$ cat config.mk
export PLATFORM = sky130hd
export DESIGN_NAME = dlx_hazard_unit_flat
export DESIGN_NICKNAME = d
export VERILOG_FILES = /design/src/rtl/dlx_hazard_unit_pkg.sv /design/src/rtl/dlx_hazard_unit_if.sv /design/src/rtl/dlx_hazard_unit_fwd_match.sv /design/src/rtl/dlx_hazard_unit.sv /design/src/flat_wrapper.sv
export SDC_FILE = /design/constraint.sdc
export NUM_CORES = 1
export LEC_CHECK = 0
export CAP_MARGIN = 15
export CORE_ASPECT_RATIO = 0.6
export CORE_MARGIN = 2
export CORE_UTILIZATION = 35
export DETAILED_ROUTE_END_ITERATION = 8
export PLACE_DENSITY = 0.74
export SYNTH_ARGS = -nofsm -noshare
export SYNTH_HDL_FRONTEND = slang
export SYNTH_SLANG_ARGS = --single-unit
$ cat constraint.sdc
create_clock -name clk -period 6.1 [get_ports clk]
set_input_delay 0.915 -clock clk [delete_from_list [all_inputs] [get_ports clk]]
set_output_delay 0.915 -clock clk [all_outputs]
set_load 0.01 [all_outputs]
$ cat src/rtl/dlx_hazard_unit_pkg.sv
`default_nettype none
// +----------------------------------------------------------------------+
// | Module  : dlx_hazard_unit_pkg                                        |
// | Brief   : Shared constants and types for the DLX hazard unit.        |
// | Revision: 1.0                                                        |
// +----------------------------------------------------------------------+
package dlx_hazard_unit_pkg;

  localparam int REG_ZERO = 0;

  typedef struct packed {
    logic stall_if_id;
    logic bubble_ex;
    logic kill_if;
  } ctrl_t;

endpackage
`default_nettype wire

$ cat src/rtl/dlx_hazard_unit_if.sv
`default_nettype none
// +----------------------------------------------------------------------+
// | Module  : dlx_hazard_unit_if                                         |
// | Brief   : ID-stage operand/control bundle between pipeline and unit. |
// | Revision: 1.0                                                        |
// +----------------------------------------------------------------------+
interface dlx_hazard_unit_if #(
  parameter int XLEN  = 32,
  parameter int RA_W  = 5,
  parameter int DEPTH = 3,
  parameter int CNT_W = 16
);
  logic                    id_valid;
  logic [RA_W-1:0]         id_rs1_sel;
  logic                    id_rs1_used;
  logic [RA_W-1:0]         id_rs2_sel;
  logic                    id_rs2_used;
  logic [RA_W-1:0]         id_rd_sel;
  logic                    id_reg_write;
  logic                    id_is_load;
  logic                    id_branch_taken;
  logic                    ex_busy;
  logic [DEPTH*XLEN-1:0]   stage_data;

  logic                    rs1_fwd_en;
  logic [XLEN-1:0]         rs1_fwd_data;
  logic                    rs2_fwd_en;
  logic [XLEN-1:0]         rs2_fwd_data;
  logic                    stall_if_id;
  logic                    bubble_ex;
  logic                    kill_if;
  logic [CNT_W-1:0]        stall_count;
  logic [CNT_W-1:0]        kill_count;

  modport master (
    output id_valid, id_rs1_sel, id_rs1_used, id_rs2_sel, id_rs2_used,
           id_rd_sel, id_reg_write, id_is_load, id_branch_taken, ex_busy,
           stage_data,
    input  rs1_fwd_en, rs1_fwd_data, rs2_fwd_en, rs2_fwd_data,
           stall_if_id, bubble_ex, kill_if, stall_count, kill_count
  );

  modport slave (
    input  id_valid, id_rs1_sel, id_rs1_used, id_rs2_sel, id_rs2_used,
           id_rd_sel, id_reg_write, id_is_load, id_branch_taken, ex_busy,
           stage_data,
    output rs1_fwd_en, rs1_fwd_data, rs2_fwd_en, rs2_fwd_data,
           stall_if_id, bubble_ex, kill_if, stall_count, kill_count
  );
endinterface
`default_nettype wire

$ cat src/rtl/dlx_hazard_unit_fwd_match.sv
`default_nettype none
// +----------------------------------------------------------------------+
// | Module  : dlx_hazard_unit_fwd_match                                  |
// | Brief   : Per-source priority matcher over the in-flight scoreboard. |
// | Revision: 1.0                                                        |
// +----------------------------------------------------------------------+
module dlx_hazard_unit_fwd_match
  import dlx_hazard_unit_pkg::*;
#(
  parameter int XLEN     = 32,
  parameter int RA_W     = 5,
  parameter int DEPTH    = 3,
  parameter int LOAD_RDY = 1
) (
  input  logic [RA_W-1:0]             src_sel,
  input  logic                        src_used,
  input  logic [DEPTH-1:0]            ent_vld,
  input  logic [DEPTH-1:0][RA_W-1:0]  ent_rd,
  input  logic [DEPTH-1:0]            ent_load,
  input  logic [DEPTH*XLEN-1:0]       stage_data,
  output logic                        hit,
  output logic                        ready,
  output logic [XLEN-1:0]             data
);

  logic [DEPTH-1:0] w_match;
  logic             w_src_live;

  assign w_src_live = src_used && (src_sel != RA_W'(REG_ZERO));

  generate
    for (genvar gi = 0; gi < DEPTH; gi++) begin : g_match
      assign w_match[gi] = w_src_live && ent_vld[gi] && (ent_rd[gi] == src_sel);
    end
  endgenerate

  // Scan oldest to youngest so the youngest match is the one left standing.
  always_comb begin
    hit   = 1'b0;
    ready = 1'b0;
    data  = '0;
    for (int i = DEPTH - 1; i >= 0; i--) begin
      if (w_match[i]) begin
        hit   = 1'b1;
        ready = !(ent_load[i] && (i < LOAD_RDY));
        data  = stage_data[i*XLEN +: XLEN];
      end
    end
  end

endmodule
`default_nettype wire

$ cat src/rtl/dlx_hazard_unit.sv
`default_nettype none
// +----------------------------------------------------------------------+
// | Module  : dlx_hazard_unit                                            |
// | Brief   : DLX scoreboard, operand forwarding, stall/kill, counters.  |
// | Revision: 1.0                                                        |
// +----------------------------------------------------------------------+
module dlx_hazard_unit
  import dlx_hazard_unit_pkg::*;
#(
  parameter int XLEN     = 32,
  parameter int RA_W     = 5,
  parameter int DEPTH    = 3,
  parameter int LOAD_RDY = 1,
  parameter int CNT_W    = 16
) (
  input  logic              clk,
  input  logic              rst_n,
  dlx_hazard_unit_if.slave  hif
);

  generate
    if (DEPTH < 2) begin : g_bad_depth
      $error("dlx_hazard_unit: DEPTH must be at least 2");
    end
    if (LOAD_RDY >= DEPTH) begin : g_bad_load_rdy
      $error("dlx_hazard_unit: LOAD_RDY must be below DEPTH");
    end
  endgenerate

  logic [DEPTH-1:0]            r_vld;
  logic [DEPTH-1:0]            r_load;
  logic [DEPTH-1:0][RA_W-1:0]  r_rd;
  logic [CNT_W-1:0]            r_stall_cnt;
  logic [CNT_W-1:0]            r_kill_cnt;

  logic            w_rs1_hit, w_rs1_rdy, w_rs2_hit, w_rs2_rdy;
  logic [XLEN-1:0] w_rs1_data, w_rs2_data;
  logic            w_hazard;
  logic            w_issue;
  ctrl_t           w_ctrl;

  dlx_hazard_unit_fwd_match #(
    .XLEN(XLEN), .RA_W(RA_W), .DEPTH(DEPTH), .LOAD_RDY(LOAD_RDY)
  ) u_rs1_match (
    .src_sel    (hif.id_rs1_sel),
    .src_used   (hif.id_rs1_used),
    .ent_vld    (r_vld),
    .ent_rd     (r_rd),
    .ent_load   (r_load),
    .stage_data (hif.stage_data),
    .hit        (w_rs1_hit),
    .ready      (w_rs1_rdy),
    .data       (w_rs1_data)
  );

  dlx_hazard_unit_fwd_match #(
    .XLEN(XLEN), .RA_W(RA_W), .DEPTH(DEPTH), .LOAD_RDY(LOAD_RDY)
  ) u_rs2_match (
    .src_sel    (hif.id_rs2_sel),
    .src_used   (hif.id_rs2_used),
    .ent_vld    (r_vld),
    .ent_rd     (r_rd),
    .ent_load   (r_load),
    .stage_data (hif.stage_data),
    .hit        (w_rs2_hit),
    .ready      (w_rs2_rdy),
    .data       (w_rs2_data)
  );

  assign w_hazard = (w_rs1_hit && !w_rs1_rdy) || (w_rs2_hit && !w_rs2_rdy);

  // A taken branch stuck behind a load must not kill until it actually resolves.
  always_comb begin
    w_ctrl.stall_if_id = (hif.id_valid && w_hazard) || hif.ex_busy;
    w_ctrl.bubble_ex   = hif.id_valid && w_hazard && !hif.ex_busy;
    w_ctrl.kill_if     = hif.id_valid && hif.id_branch_taken && !w_ctrl.stall_if_id;
  end

  assign w_issue = hif.id_valid && hif.id_reg_write &&
                   (hif.id_rd_sel != RA_W'(REG_ZERO)) && !w_ctrl.stall_if_id;

  assign hif.rs1_fwd_en   = w_rs1_hit && w_rs1_rdy;
  assign hif.rs1_fwd_data = w_rs1_data;
  assign hif.rs2_fwd_en   = w_rs2_hit && w_rs2_rdy;
  assign hif.rs2_fwd_data = w_rs2_data;
  assign hif.stall_if_id  = w_ctrl.stall_if_id;
  assign hif.bubble_ex    = w_ctrl.bubble_ex;
  assign hif.kill_if      = w_ctrl.kill_if;
  assign hif.stall_count  = r_stall_cnt;
  assign hif.kill_count   = r_kill_cnt;

  // Negedge update keeps the scoreboard aligned with the interstage registers.
  always_ff @(negedge clk or negedge rst_n) begin
    if (!rst_n) begin
      r_vld  <= '0;
      r_load <= '0;
      r_rd   <= '0;
    end else begin
      if (hif.ex_busy) begin
        r_vld[1]  <= 1'b0;
        r_load[1] <= 1'b0;
        r_rd[1]   <= '0;
      end else begin
        r_vld[0]  <= w_issue;
        r_load[0] <= w_issue && hif.id_is_load;
        r_rd[0]   <= w_issue ? hif.id_rd_sel : '0;
        r_vld[1]  <= r_vld[0];
        r_load[1] <= r_load[0];
        r_rd[1]   <= r_rd[0];
      end
      for (int i = 2; i < DEPTH; i++) begin
        r_vld[i]  <= r_vld[i-1];
        r_load[i] <= r_load[i-1];
        r_rd[i]   <= r_rd[i-1];
      end
    end
  end

  always_ff @(negedge clk or negedge rst_n) begin
    if (!rst_n) begin
      r_stall_cnt <= '0;
      r_kill_cnt  <= '0;
    end else begin
      if (w_ctrl.stall_if_id && (r_stall_cnt != {CNT_W{1'b1}})) begin
        r_stall_cnt <= r_stall_cnt + CNT_W'(1);
      end
      if (w_ctrl.kill_if && (r_kill_cnt != {CNT_W{1'b1}})) begin
        r_kill_cnt <= r_kill_cnt + CNT_W'(1);
      end
    end
  end

endmodule
`default_nettype wire

$ cat src/flat_wrapper.sv
// flat-port wrapper written by rule: the top's interface ports become plain ports
module dlx_hazard_unit_flat import dlx_hazard_unit_pkg::*;
#(
  parameter int XLEN     = 32,
  parameter int RA_W     = 5,
  parameter int DEPTH    = 3,
  parameter int LOAD_RDY = 1,
  parameter int CNT_W    = 16
)
  (clk, rst_n, hif_id_valid, hif_id_rs1_sel, hif_id_rs1_used, hif_id_rs2_sel, hif_id_rs2_used, hif_id_rd_sel, hif_id_reg_write, hif_id_is_load, hif_id_branch_taken, hif_ex_busy, hif_stage_data, hif_rs1_fwd_en, hif_rs1_fwd_data, hif_rs2_fwd_en, hif_rs2_fwd_data, hif_stall_if_id, hif_bubble_ex, hif_kill_if, hif_stall_count, hif_kill_count);
  dlx_hazard_unit_if #(.XLEN(XLEN), .RA_W(RA_W), .DEPTH(DEPTH), .CNT_W(CNT_W)) hif_i ();
  input  logic clk;
  input  logic rst_n;
  input wire logic [$bits(hif_i.id_valid)-1:0] hif_id_valid;
  input wire logic [$bits(hif_i.id_rs1_sel)-1:0] hif_id_rs1_sel;
  input wire logic [$bits(hif_i.id_rs1_used)-1:0] hif_id_rs1_used;
  input wire logic [$bits(hif_i.id_rs2_sel)-1:0] hif_id_rs2_sel;
  input wire logic [$bits(hif_i.id_rs2_used)-1:0] hif_id_rs2_used;
  input wire logic [$bits(hif_i.id_rd_sel)-1:0] hif_id_rd_sel;
  input wire logic [$bits(hif_i.id_reg_write)-1:0] hif_id_reg_write;
  input wire logic [$bits(hif_i.id_is_load)-1:0] hif_id_is_load;
  input wire logic [$bits(hif_i.id_branch_taken)-1:0] hif_id_branch_taken;
  input wire logic [$bits(hif_i.ex_busy)-1:0] hif_ex_busy;
  input wire logic [$bits(hif_i.stage_data)-1:0] hif_stage_data;
  output wire logic [$bits(hif_i.rs1_fwd_en)-1:0] hif_rs1_fwd_en;
  output wire logic [$bits(hif_i.rs1_fwd_data)-1:0] hif_rs1_fwd_data;
  output wire logic [$bits(hif_i.rs2_fwd_en)-1:0] hif_rs2_fwd_en;
  output wire logic [$bits(hif_i.rs2_fwd_data)-1:0] hif_rs2_fwd_data;
  output wire logic [$bits(hif_i.stall_if_id)-1:0] hif_stall_if_id;
  output wire logic [$bits(hif_i.bubble_ex)-1:0] hif_bubble_ex;
  output wire logic [$bits(hif_i.kill_if)-1:0] hif_kill_if;
  output wire logic [$bits(hif_i.stall_count)-1:0] hif_stall_count;
  output wire logic [$bits(hif_i.kill_count)-1:0] hif_kill_count;
  assign hif_i.id_valid = hif_id_valid;
  assign hif_i.id_rs1_sel = hif_id_rs1_sel;
  assign hif_i.id_rs1_used = hif_id_rs1_used;
  assign hif_i.id_rs2_sel = hif_id_rs2_sel;
  assign hif_i.id_rs2_used = hif_id_rs2_used;
  assign hif_i.id_rd_sel = hif_id_rd_sel;
  assign hif_i.id_reg_write = hif_id_reg_write;
  assign hif_i.id_is_load = hif_id_is_load;
  assign hif_i.id_branch_taken = hif_id_branch_taken;
  assign hif_i.ex_busy = hif_ex_busy;
  assign hif_i.stage_data = hif_stage_data;
  assign hif_rs1_fwd_en = hif_i.rs1_fwd_en;
  assign hif_rs1_fwd_data = hif_i.rs1_fwd_data;
  assign hif_rs2_fwd_en = hif_i.rs2_fwd_en;
  assign hif_rs2_fwd_data = hif_i.rs2_fwd_data;
  assign hif_stall_if_id = hif_i.stall_if_id;
  assign hif_bubble_ex = hif_i.bubble_ex;
  assign hif_kill_if = hif_i.kill_if;
  assign hif_stall_count = hif_i.stall_count;
  assign hif_kill_count = hif_i.kill_count;
  dlx_hazard_unit #(.XLEN(XLEN), .RA_W(RA_W), .DEPTH(DEPTH), .LOAD_RDY(LOAD_RDY), .CNT_W(CNT_W)) u_core (.clk(clk), .rst_n(rst_n), .hif(hif_i));
endmodule
==> impl_metrics.tcl <==
set metrics [dict create \
    outcome "complete, but fails checks" \
    violations "negative setup slack" \
    synth_cell_types 42 \
    portBuffers 220 \
    insertion_delay_ns 0.31 \
    wl_per_cell_um 21.90 \
    cellInternalPower_w 0.0008497 \
    synthToLayoutAreaGrowth_pct 108.0 \
    cts-buffers-inserted 5 \
    fill_cells 781 \
    synth_edf_count 0 \
    max_cap_violations 0 \
    clock_sinks 51 \
    final_cell_mix "143 x clkdlybuf4s50_1, 55 x buf_2, 52 x buf_4, 51 x dfrtn_1, 41 x nand2_1" \
    stdcell_area_mm2 0.008247 \
    grt_remaining_overflow 0 \
    hold_path.class "flip-flop to flip-flop" \
    worstPathCellList "buf_6 > xnor2_2 > nand4_1 > buf_4 > nor3_4 > buf_6 > clkbuf_16 > nand2_1 > a31oi_1 > buf_2" \
    cp_common_cell "buf_6" \
    initial_core_util 0.3544 \
    route.detailed.drc 0 \
    grt_max_degree 30 \
    cts_tree "done" \
    hold_viol_final 0 \
    fin_util 0.7372 \
    place_congestion 0.9268 \
    fin_ws_ns -0.2235 \
    wirelength_mm 20.32 \
    multi_input_area_mm2 0.003382 \
    crit_path_start_kind "flip-flop" \
    drt_iter0_markers 364 \
    yosysWarningCount 0 \
    ys_seq_area_frac 0.3220 \
    p_per_area_mw_per_mm2 145.1 \
    cp.arrival_ns 5.41 \
    die_area_mm2 0.01222 \
    syn_area_mm2 0.003964 \
    die_w_um 141.4 \
    async_reset_ff_frac 1.000 \
    synth_flop_cell "dfrtn_1" \
    crit_type "flip-flop to output pin" \
    peakVddDrop_mv 0.1294 \
    fin_skew_ns 0.005009 \
    tightest_slew_ns 1.284 \
    syn_area_per_cell_um2 8.057 \
    ant_nets 0 \
    p_seq_frac 0.377 \
    fp.dieH_um 86.43 \
    p_comb_frac 0.319 \
    swShare 0.2897 \
    end_kind "output pin" \
    hold_buffers 0 \
    io_pins 221 \
    setup_viol 67 \
    crit_slowest_cell "dfrtn_1" \
    p_clk_frac 0.303 \
    cts-root-buf "clkbuf_16" \
    switchingPower_w 0.0003465 \
    fin_tns_setup_ns -7.015 \
    diodes 0 \
    grt_pass1_wl_mm 26.73 \
    track_usage 0.2746 \
    clkTransAtPathRegs_ns 0.05 \
    register_area_mm2 0.001276 \
    vias 5372 \
    place_area_mm2 0.006685 \
    synth_fp_nets 614 \
    h-tree-depth 2 \
    rsz0062_at_grt "true" \
    grt_pass1_vias 5165 \
    final_common_cell "clkdlybuf4s50_1" \
    final_nets 905 \
    slew_headroom 0.1372 \
    dp_hpwl_mm 12.22 \
    syn_inst 492 \
    max_stage_delay_ns 0.46 \
    antenna_found_initial 0 \
    dr.pass1.iters 5 \
    max-clock-path-buffers 2 \
    drive_gt1_frac 0.4209 \
    required_ns 5.18 \
    ys_ff_latch 51 \
    core_area_mm2 0.01119 \
    p_leak_nw 3.422 \
    maxSlewViolCount 0 \
    vias_per_cell 5.789 \
    cp_max_fo 8 \
    num_rows 30 \
]
## critical path: cells and delay by family, from the launching register on
kind / cells / cell delay (ns)
flops: 1 / 0.46
compound gates: 1 / 0.21
buf+inv: 5 / 0.82
simple gates: 3 / 0.44
xor+xnor: 1 / 0.12
## synthesized netlist by cell type (2+ instances only)
master | instances | area share
nand2_1 | 44 | 0.042
or2_2 | 2 | 0.0032
a22oi_1 | 43 | 0.081
nand4b_1 | 2 | 0.0044
and4_1 | 3 | 0.0066
o21ai_1 | 3 | 0.0038
a31oi_1 | 19 | 0.030
ha_1 | 2 | 0.0063
o21ai_0 | 4 | 0.0051
o211ai_1 | 9 | 0.017
xor2_1 | 20 | 0.044
and2_1 | 4 | 0.0063
or4_1 | 2 | 0.0038
buf_2 | 11 | 0.014
a22o_1 | 6 | 0.013
buf_1 | 2 | 0.0019
dfrtn_1 | 51 | 0.32
and3_1 | 10 | 0.016
nor2b_1 | 8 | 0.013
o2111ai_1 | 5 | 0.011
nor4_1 | 6 | 0.0095
nor2_1 | 63 | 0.060
nand4_1 | 13 | 0.021
nand3_1 | 23 | 0.029
xnor2_1 | 39 | 0.086
clkbuf_1 | 21 | 0.020
or3_1 | 2 | 0.0032
a21oi_1 | 43 | 0.054
nor3_2 | 2 | 0.0051
nor3_1 | 11 | 0.014
buf_6 | 2 | 0.0057
mux2_2 | 7 | 0.020
## flip-flops by register name, indices dropped and copies added (netlist names)
name and flops:
u_core.r_load 1, u_core.hif.kill_count 16, u_core.r_rd 15, u_core.hif.stall_count 16, u_core.r_vld 3
## worst paths after layout
path,start,endpoint,slack (ns),cells past startpoint
worst min register to register,u_core.r_vld[1]$_DFF_NN0_,u_core.r_vld[2]$_DFF_NN0_,0.38,0
min in group asynchronous,rst_n,u_core.hif.stall_count[12]$_DFFE_NN0P_,3.54,1
worst max register to register,u_core.hif.kill_count[0]$_DFFE_NN0P_,u_core.hif.kill_count[1]$_DFFE_NN0P_,3.40,6
worst max-delay path,u_core.r_rd[7]$_DFF_NN0_,hif_rs2_fwd_data[9],-0.22,10
worst min-delay path,u_core.r_vld[1]$_DFF_NN0_,u_core.r_vld[2]$_DFF_NN0_,0.38,0
max in group asynchronous,rst_n,u_core.r_rd[3]$_DFFE_NN0N_,1.90,2
## per-layer routing
layer / vias to the layer above / routed length (µm) / global-route usage
met2: 269 / 9237 / 0.4281
met1: 2663 / 9022 / 0.3850
met4: 0 / 452 / 0.07455
li1: 2395 / - / -
met5: - / 0 / 0
met3: 45 / 1607 / 0.06464
## timing repair
action,4_1_cts,5_1_grt
setup buffers,20,11
resized for setup,304,222
setup endpoints to repair,69,92
pin swaps,15,49
gates cloned,5,12
## power groups by stage
stage	Combinational, W	Clock [W]	Sequential (W)
after detailed placement	0.000341	0	0.000452
after floorplan	0.0000973	0	0.000459
final	0.000382	0.000363	0.000451
after global routing	0.000404	0.000381	0.000459
after CTS	0.000351	0.000367	0.000449
after global placement	0.000330	0	0.000453
## metrics by stage
| step | cells | setup WS [ns] | hold slack (ns) | total power [W] |
|---|---|---|---|---|
| finish | 928 | -0.2235 | 0.3769 | 0.001196 |
| global route | 928 | -0.2867 | 0.3909 | 0.001244 |
| CTS | 909 | -0.1718 | 0.3769 | 0.001167 |
| detailed placement | 876 | -0.3036 | 0.3725 | 0.0007936 |
| global placement | 876 | -0.2785 | 0.3712 | 0.0007835 |
| floorplan | 492 | 0.1797 | 0.3524 | 0.0005560 |
## area by class of cell
class,count,area share
inverters,1,0.0004552
well taps,144,0.02185
clock buffers,5,0.01517
repair buffers,320,0.3895
multi-input cells,404,0.4101
clock inverters,3,0.008193
flip-flops and latches,51,0.1548
## cell families after synthesis
logic type	count (synthesis)	share of synthesized area
compound gates	138	0.2336
xor+xnor	59	0.1304
fa+ha+maj	2	0.006312
buf+inv	37	0.04230
flops	51	0.3220
mux	7	0.01989
simple gates	198	0.2456
No activity file was read; power rests on OpenSTA's default activity.
